File: config.mk
export PLATFORM = sky130hd
export DESIGN_NAME = irq_controller
export DESIGN_NICKNAME = d
export VERILOG_FILES = /design/src/rtl/irq_controller_pkg.sv /design/src/rtl/irq_controller_src_detect.sv /design/src/rtl/irq_controller.sv
export SDC_FILE = /design/constraint.sdc
export NUM_CORES = 1
export LEC_CHECK = 0
export CORE_MARGIN = 2
export CORE_UTILIZATION = 40
export CTS_CLUSTER_DIAMETER = 50
export DETAILED_ROUTE_END_ITERATION = 10
export PLACE_DENSITY = 0.66
export SLEW_MARGIN = 20
export SYNTH_ARGS = -nofsm -noshare
export SYNTH_HDL_FRONTEND = slang
export SYNTH_SLANG_ARGS = --single-unit
File: constraint.sdc
create_clock -name clock -period 2.7 [get_ports clock]
set_input_delay 0.54 -clock clock [delete_from_list [all_inputs] [get_ports clock]]
set_output_delay 0.54 -clock clock [all_outputs]
set_load 0.02 [all_outputs]
File: src/rtl/irq_controller_pkg.sv
// Shared encodings and vector arithmetic for the prioritised interrupt controller.
package irq_controller_pkg;

    typedef enum logic [1:0] {
        TRIG_LVL_HI = 2'b00,
        TRIG_LVL_LO = 2'b01,
        TRIG_RISE   = 2'b10,
        TRIG_FALL   = 2'b11
    } trig_mode_e;

    typedef enum logic [1:0] {
        ST_IDLE = 2'b00,
        ST_REQ  = 2'b01,
        ST_SVC  = 2'b10
    } irq_state_e;

    localparam logic [15:0] VEC_BASE_DEFAULT = 16'h0010;

    // 16-bit modulo vector address; overflow wraps silently.
    function automatic logic [15:0] calc_vector(input logic [15:0] base,
                                                input logic [3:0]  idx,
                                                input int unsigned stride_log2);
        calc_vector = base + ({12'h000, idx} << stride_log2);
    endfunction

endpackage

File: src/rtl/irq_controller_src_detect.sv
// Per-source two-flop synchroniser, edge history and pending bit.
module irq_src_detect
    import irq_controller_pkg::*;
(
    input  logic       clock,
    input  logic       nreset,
    input  logic       src,
    input  logic [1:0] mode,
    input  logic       ack_clr,
    output logic       pending
);

    logic sync1_r;
    logic sync2_r;
    logic hist_r;
    logic pend_r;
    logic pend_next_s;
    logic rise_s;
    logic fall_s;

    // Synchroniser, edge history and pending register.
    always_ff @(posedge clock or negedge nreset) begin
        if (!nreset) begin
            sync1_r <= 1'b0;
            sync2_r <= 1'b0;
            hist_r  <= 1'b0;
            pend_r  <= 1'b0;
        end else begin
            sync1_r <= src;
            sync2_r <= sync1_r;
            hist_r  <= sync2_r;
            pend_r  <= pend_next_s;
        end
    end

    // Pending rule per mode; a fresh edge outranks a same-cycle acknowledge.
    always_comb begin
        rise_s      = sync2_r & ~hist_r;
        fall_s      = ~sync2_r & hist_r;
        pend_next_s = pend_r;
        case (trig_mode_e'(mode))
            TRIG_LVL_HI: pend_next_s = sync2_r;
            TRIG_LVL_LO: pend_next_s = ~sync2_r;
            TRIG_RISE: begin
                if (rise_s)       pend_next_s = 1'b1;
                else if (ack_clr) pend_next_s = 1'b0;
                else              pend_next_s = pend_r;
            end
            TRIG_FALL: begin
                if (fall_s)       pend_next_s = 1'b1;
                else if (ack_clr) pend_next_s = 1'b0;
                else              pend_next_s = pend_r;
            end
            default: pend_next_s = pend_r;
        endcase
    end

    assign pending = pend_r;

endmodule

File: src/rtl/irq_controller.sv
// Interrupt controller top: source detectors, fixed-priority encoder,
// request/acknowledge/return sequencer and vector generation.
module irq_controller
    import irq_controller_pkg::*;
#(
    parameter int          NUM_SRC         = 16,
    parameter logic [15:0] VEC_BASE        = VEC_BASE_DEFAULT,
    parameter int          VEC_STRIDE_LOG2 = 2
) (
    input  logic                   clock,
    input  logic                   nreset,
    input  logic [NUM_SRC-1:0]     irq_src,
    input  logic                   int_enable,
    input  logic [NUM_SRC-1:0]     int_mask,
    input  logic [2*NUM_SRC-1:0]   trig_mode,
    input  logic                   irq_ack,
    input  logic                   reti,
    output logic                   irq_req,
    output logic [15:0]            irq_vector,
    output logic [3:0]             irq_active_id,
    output logic                   in_service,
    output logic [NUM_SRC-1:0]     pending
);

    irq_state_e           state_r;
    irq_state_e           state_next_s;
    logic                 req_r;
    logic                 req_next_s;
    logic [15:0]          vec_r;
    logic [15:0]          vec_next_s;
    logic [3:0]           idx_r;
    logic [3:0]           idx_next_s;
    logic [3:0]           active_r;
    logic [3:0]           active_next_s;
    logic                 svc_r;
    logic                 svc_next_s;
    logic [NUM_SRC-1:0]   pending_s;
    logic [NUM_SRC-1:0]   elig_s;
    logic [NUM_SRC-1:0]   ack_clr_s;
    logic [3:0]           win_idx_s;
    logic                 any_elig_s;
    logic                 ack_s;

    for (genvar g = 0; g < NUM_SRC; g++) begin : g_src
        irq_src_detect u_det (
            .clock   (clock),
            .nreset  (nreset),
            .src     (irq_src[g]),
            .mode    (trig_mode[2*g+1:2*g]),
            .ack_clr (ack_clr_s[g]),
            .pending (pending_s[g])
        );
    end

    // Eligibility and lowest-index-wins priority encoder.
    always_comb begin
        elig_s     = pending_s & int_mask & {NUM_SRC{int_enable}};
        any_elig_s = |elig_s;
        win_idx_s  = 4'd0;
        for (int i = NUM_SRC - 1; i >= 0; i--) begin
            if (elig_s[i]) win_idx_s = 4'(i);
            else           win_idx_s = win_idx_s;
        end
    end

    // Acknowledge decode: clears only the edge-pending bit of the registered winner.
    always_comb begin
        ack_s = (state_r == ST_REQ) && irq_ack;
        for (int i = 0; i < NUM_SRC; i++) begin
            ack_clr_s[i] = ack_s && (idx_r == 4'(i));
        end
    end

    // Sequencer next-state and next-output logic.
    always_comb begin
        state_next_s  = state_r;
        req_next_s    = req_r;
        vec_next_s    = vec_r;
        idx_next_s    = idx_r;
        active_next_s = active_r;
        svc_next_s    = svc_r;
        case (state_r)
            ST_IDLE: begin
                if (any_elig_s) begin
                    req_next_s   = 1'b1;
                    idx_next_s   = win_idx_s;
                    vec_next_s   = calc_vector(VEC_BASE, win_idx_s, VEC_STRIDE_LOG2);
                    state_next_s = ST_REQ;
                end else begin
                    state_next_s = ST_IDLE;
                end
            end
            ST_REQ: begin
                if (irq_ack) begin
                    req_next_s    = 1'b0;
                    svc_next_s    = 1'b1;
                    active_next_s = idx_r;
                    state_next_s  = ST_SVC;
                end else begin
                    state_next_s = ST_REQ;
                end
            end
            ST_SVC: begin
                if (reti) begin
                    svc_next_s   = 1'b0;
                    state_next_s = ST_IDLE;
                end else begin
                    state_next_s = ST_SVC;
                end
            end
            default: begin
                state_next_s = ST_IDLE;
                req_next_s   = 1'b0;
                svc_next_s   = 1'b0;
            end
        endcase
    end

    // Sequencer state and registered outputs.
    always_ff @(posedge clock or negedge nreset) begin
        if (!nreset) begin
            state_r  <= ST_IDLE;
            req_r    <= 1'b0;
            vec_r    <= 16'h0000;
            idx_r    <= 4'd0;
            active_r <= 4'd0;
            svc_r    <= 1'b0;
        end else begin
            state_r  <= state_next_s;
            req_r    <= req_next_s;
            vec_r    <= vec_next_s;
            idx_r    <= idx_next_s;
            active_r <= active_next_s;
            svc_r    <= svc_next_s;
        end
    end

    assign irq_req       = req_r;
    assign irq_vector    = vec_r;
    assign irq_active_id = active_r;
    assign in_service    = svc_r;
    assign pending       = pending_s;

endmodule

==> flow_summary.toml <==
[hold_path]
hold_class = "in -> async"

[route]
post_drt_wl_per_cell_um = 15.7
drt-vias-per-instance = 5.09
routed_wl_mm = 7.72
dr_wl_met3_um = 465
top_layer_used = "met4"
firstDrtPassIters = 4
ant_nets = 0
drt_iter0_drc = 74
wl_met1_mm = 3.38
remaining_drc_errors = 0
vias = 2506
wl_met2_mm = 3.73

[critical_path]
path_class = "in -> reg"
worst_setup_path_start_kind = "primary input"
end_kind = "flip-flop"
crit_fanout = 4
worstPathArrival_ps = 2290
critical_path_required_ps = 2920

[placement]
portBuffers = 95
dp_hpwl_mm = 5.74
gp_congestion = 0.813

[finish]
drive_gt1_share_pct = 9.04
final_nets = 454
antenna_cells = 0
area_delta_synth_final_pct = 33.9

[clock_tree]
ctsResizeCount = 0
cts-root-buf = "clkbuf_8"
htree_levels = 3
cts_made_buffers = 9
hold_buffers = 0
clk_path_buf_depth = 2
clock_sinks = 79
cts_tree = "yes"
clk_pin_slew_ps = 80
clock_latency_ps = 340
post-cts-setup-buffer-count = 0

[global_routing]
grt_overflow = 0
grt_pass1_vias = 2545
grt_max_degree = 80
antenna_found_initial = 0
grt_usage_pct = 17.2
grt_pass1_wl_mm = 12.8

[timing]
rsz0062_at_grt = "no"
period_needed_ps = 2070
setup_viol = 0
slew_violations = 0
clock_skew_ps = 10.2
fin_setup_tns_ps = 0
fin_crit_sh_pct = 76.7
max_clock_freq_ghz = 0.483
final_hold_viol_count = 0

[power]
powerDensity_nw_per_um2 = 781
power_mw = 3.59
peakVddDrop_mv = 0.364
p_leak_nw = 2.01

[die]
rows = 33
initial_utilization_pct = 41.6
io_pins = 107
die_w_um = 96.7
core_sq_um = 8260
die_h_um = 96.7
dieArea_sq_um = 9350

[yosys]
syn_inst = 297
yosys.cell_types.count = 42
synth_seq_cells = 79
synth.avg_cell_area_sq_um = 11.6
yosys-top-cells-area = "dfrtp_1 (58%), buf_4 (6.3%), nand2_1 (5.2%), a31oi_1 (3.1%), a211oi_1 (3.1%)"
ys_seq_area_share_pct = 57.5
synth_top_area_cell = "dfrtp_1"
yosysWarnings = 0
synth_top_area_share_pct = 57.5
syn_area_sq_um = 3440

[job]
cap_violations = 0

[status]
status = "completed"
-- final cells by class --
type,instances,area [sq um]
Clock inverter,4,120
Multi-Input combinational cell,182,1220
Timing Repair Buffer,96,968
Sequential cell,79,1980
Tap cell,105,131
Inverter,16,60.1
Fill cell,765,3660
Clock buffer,10,128
-- path summary, 6_finish.rpt --
kind	startpoint	end	cells past startpoint	slack, ps
setup / recovery	int_mask[6]	irq_vector[5]$_DFFE_PN0P_	6	630
hold / removal	nreset	g_src[7].u_det.sync1_r$_DFF_PN0_	2	210
setup reg to reg	g_src[12].u_det.pending$_DFF_PN0_	irq_vector[5]$_DFFE_PN0P_	5	880
hold reg to reg	g_src[13].u_det.sync1_r$_DFF_PN0_	g_src[13].u_det.sync2_r$_DFF_PN0_	0	340
max in group asynchronous	nreset	g_src[8].u_det.sync1_r$_DFF_PN0_	2	2170
min in group clock	g_src[13].u_det.sync1_r$_DFF_PN0_	g_src[13].u_det.sync2_r$_DFF_PN0_	0	340
-- state kept, by name, summed over array words and instances, names as in the netlist --
name                 cells
state_r                  2
irq_vector               3
g_src.u_det.pending     16
g_src.u_det.sync1_r     16
in_service               1
idx_r                    4
g_src.u_det.sync2_r     16
irq_req                  1
g_src.u_det.hist_r      16
irq_active_id            4
-- worst max-delay path, stage by stage --
cell             delay [ps]
clkdlybuf4s50_1         580
a22oi_4                 130
a41oi_4                 280
and2b_2                 250
ha_1                    270
mux2_4                  250
-- metal layers --
metal | global-route usage, % | vias up
met5 | 0 | -
met4 | 6.28 | 0
met3 | 4.48 | 12
met2 | 27.9 | 76
met1 | 22.4 | 1212
li1 | - | 1206
-- report_power, final --
part	total, mW	switching (mW)	internal [mW]
logic	0.960	0.490	0.469
clock network	1.09	0.391	0.698
registers	1.54	0.193	1.35
total	3.59	1.07	2.52
-- cell usage after synthesis (all sizes together) --
cell type  instances
or3                1
nor3b              1
a21oi              6
nand3              1
and3b              2
clkbuf             1
conb               1
o32a               1
xor2               2
nand2b            16
a22oi              8
o311ai             4
a31oi             17
nand3b             1
o21ai              7
mux2               4
ha                 1
and2               2
and2b              1
o21ba              1
o21a               2
o2111a             1
o31ai              2
a41oi              2
a211oi            14
buf               29
inv               16
nor2               7
dfrtp             79
nand2             48
a32oi              2
o211ai            14
a22o               3
-- layout by cell type (no fill, tap or decap), types with 2 or more instances in the layout --
cell and count:
a32oi_1 2, bufinv_16 4, clkbuf_8 9, clkdlybuf4s50_1 94, o21ai_0 6, and3b_1 2, mux2_2 2, a22oi_1 2
a22oi_4 4, a21oi_1 6, o211ai_1 14, a22o_1 3, mux2_4 2, conb_1 11, a22oi_2 2, nand2_1 48
xor2_1 2, o31ai_1 2, inv_1 15, a31oi_1 17, o311ai_0 3, a211oi_1 14, nor2_1 7, dfrtp_1 79
nand2b_1 16
-- through the flow --
stage / std cells / area [sq um] / hold WS (ps) / worst slack, ps / util [%]
final: 492 / 4600 / 211 / 630 / 55.7
after global placement: 478 / 4350 / 332 / 331 / 52.7
after floorplan: 307 / 3470 / 244 / 901 / -
after global routing: 492 / 4600 / 223 / 586 / 55.7
after detailed placement: 478 / 4350 / 335 / 285 / 52.7
after CTS: 492 / 4600 / 216 / 632 / 55.7
-- cell families (layout without fill, tap and decap cells) --
logic type | count (synthesis) | in the layout | synth area share [%]
adder cells (fa/ha/maj) | 1 | 1 | 0.364
XOR/XNOR | 2 | 2 | 0.510
buffers and inverters | 46 | 126 | 8.19
multiplexers | 4 | 4 | 1.53
AND/OR/NAND/NOR | 80 | 80 | 11.4
flip-flops | 79 | 79 | 57.5
AO/OA/AOI/OAI | 84 | 84 | 20.4
other | 1 | 11 | 0.109
Note: power is estimated with default switching activity, not from simulation.
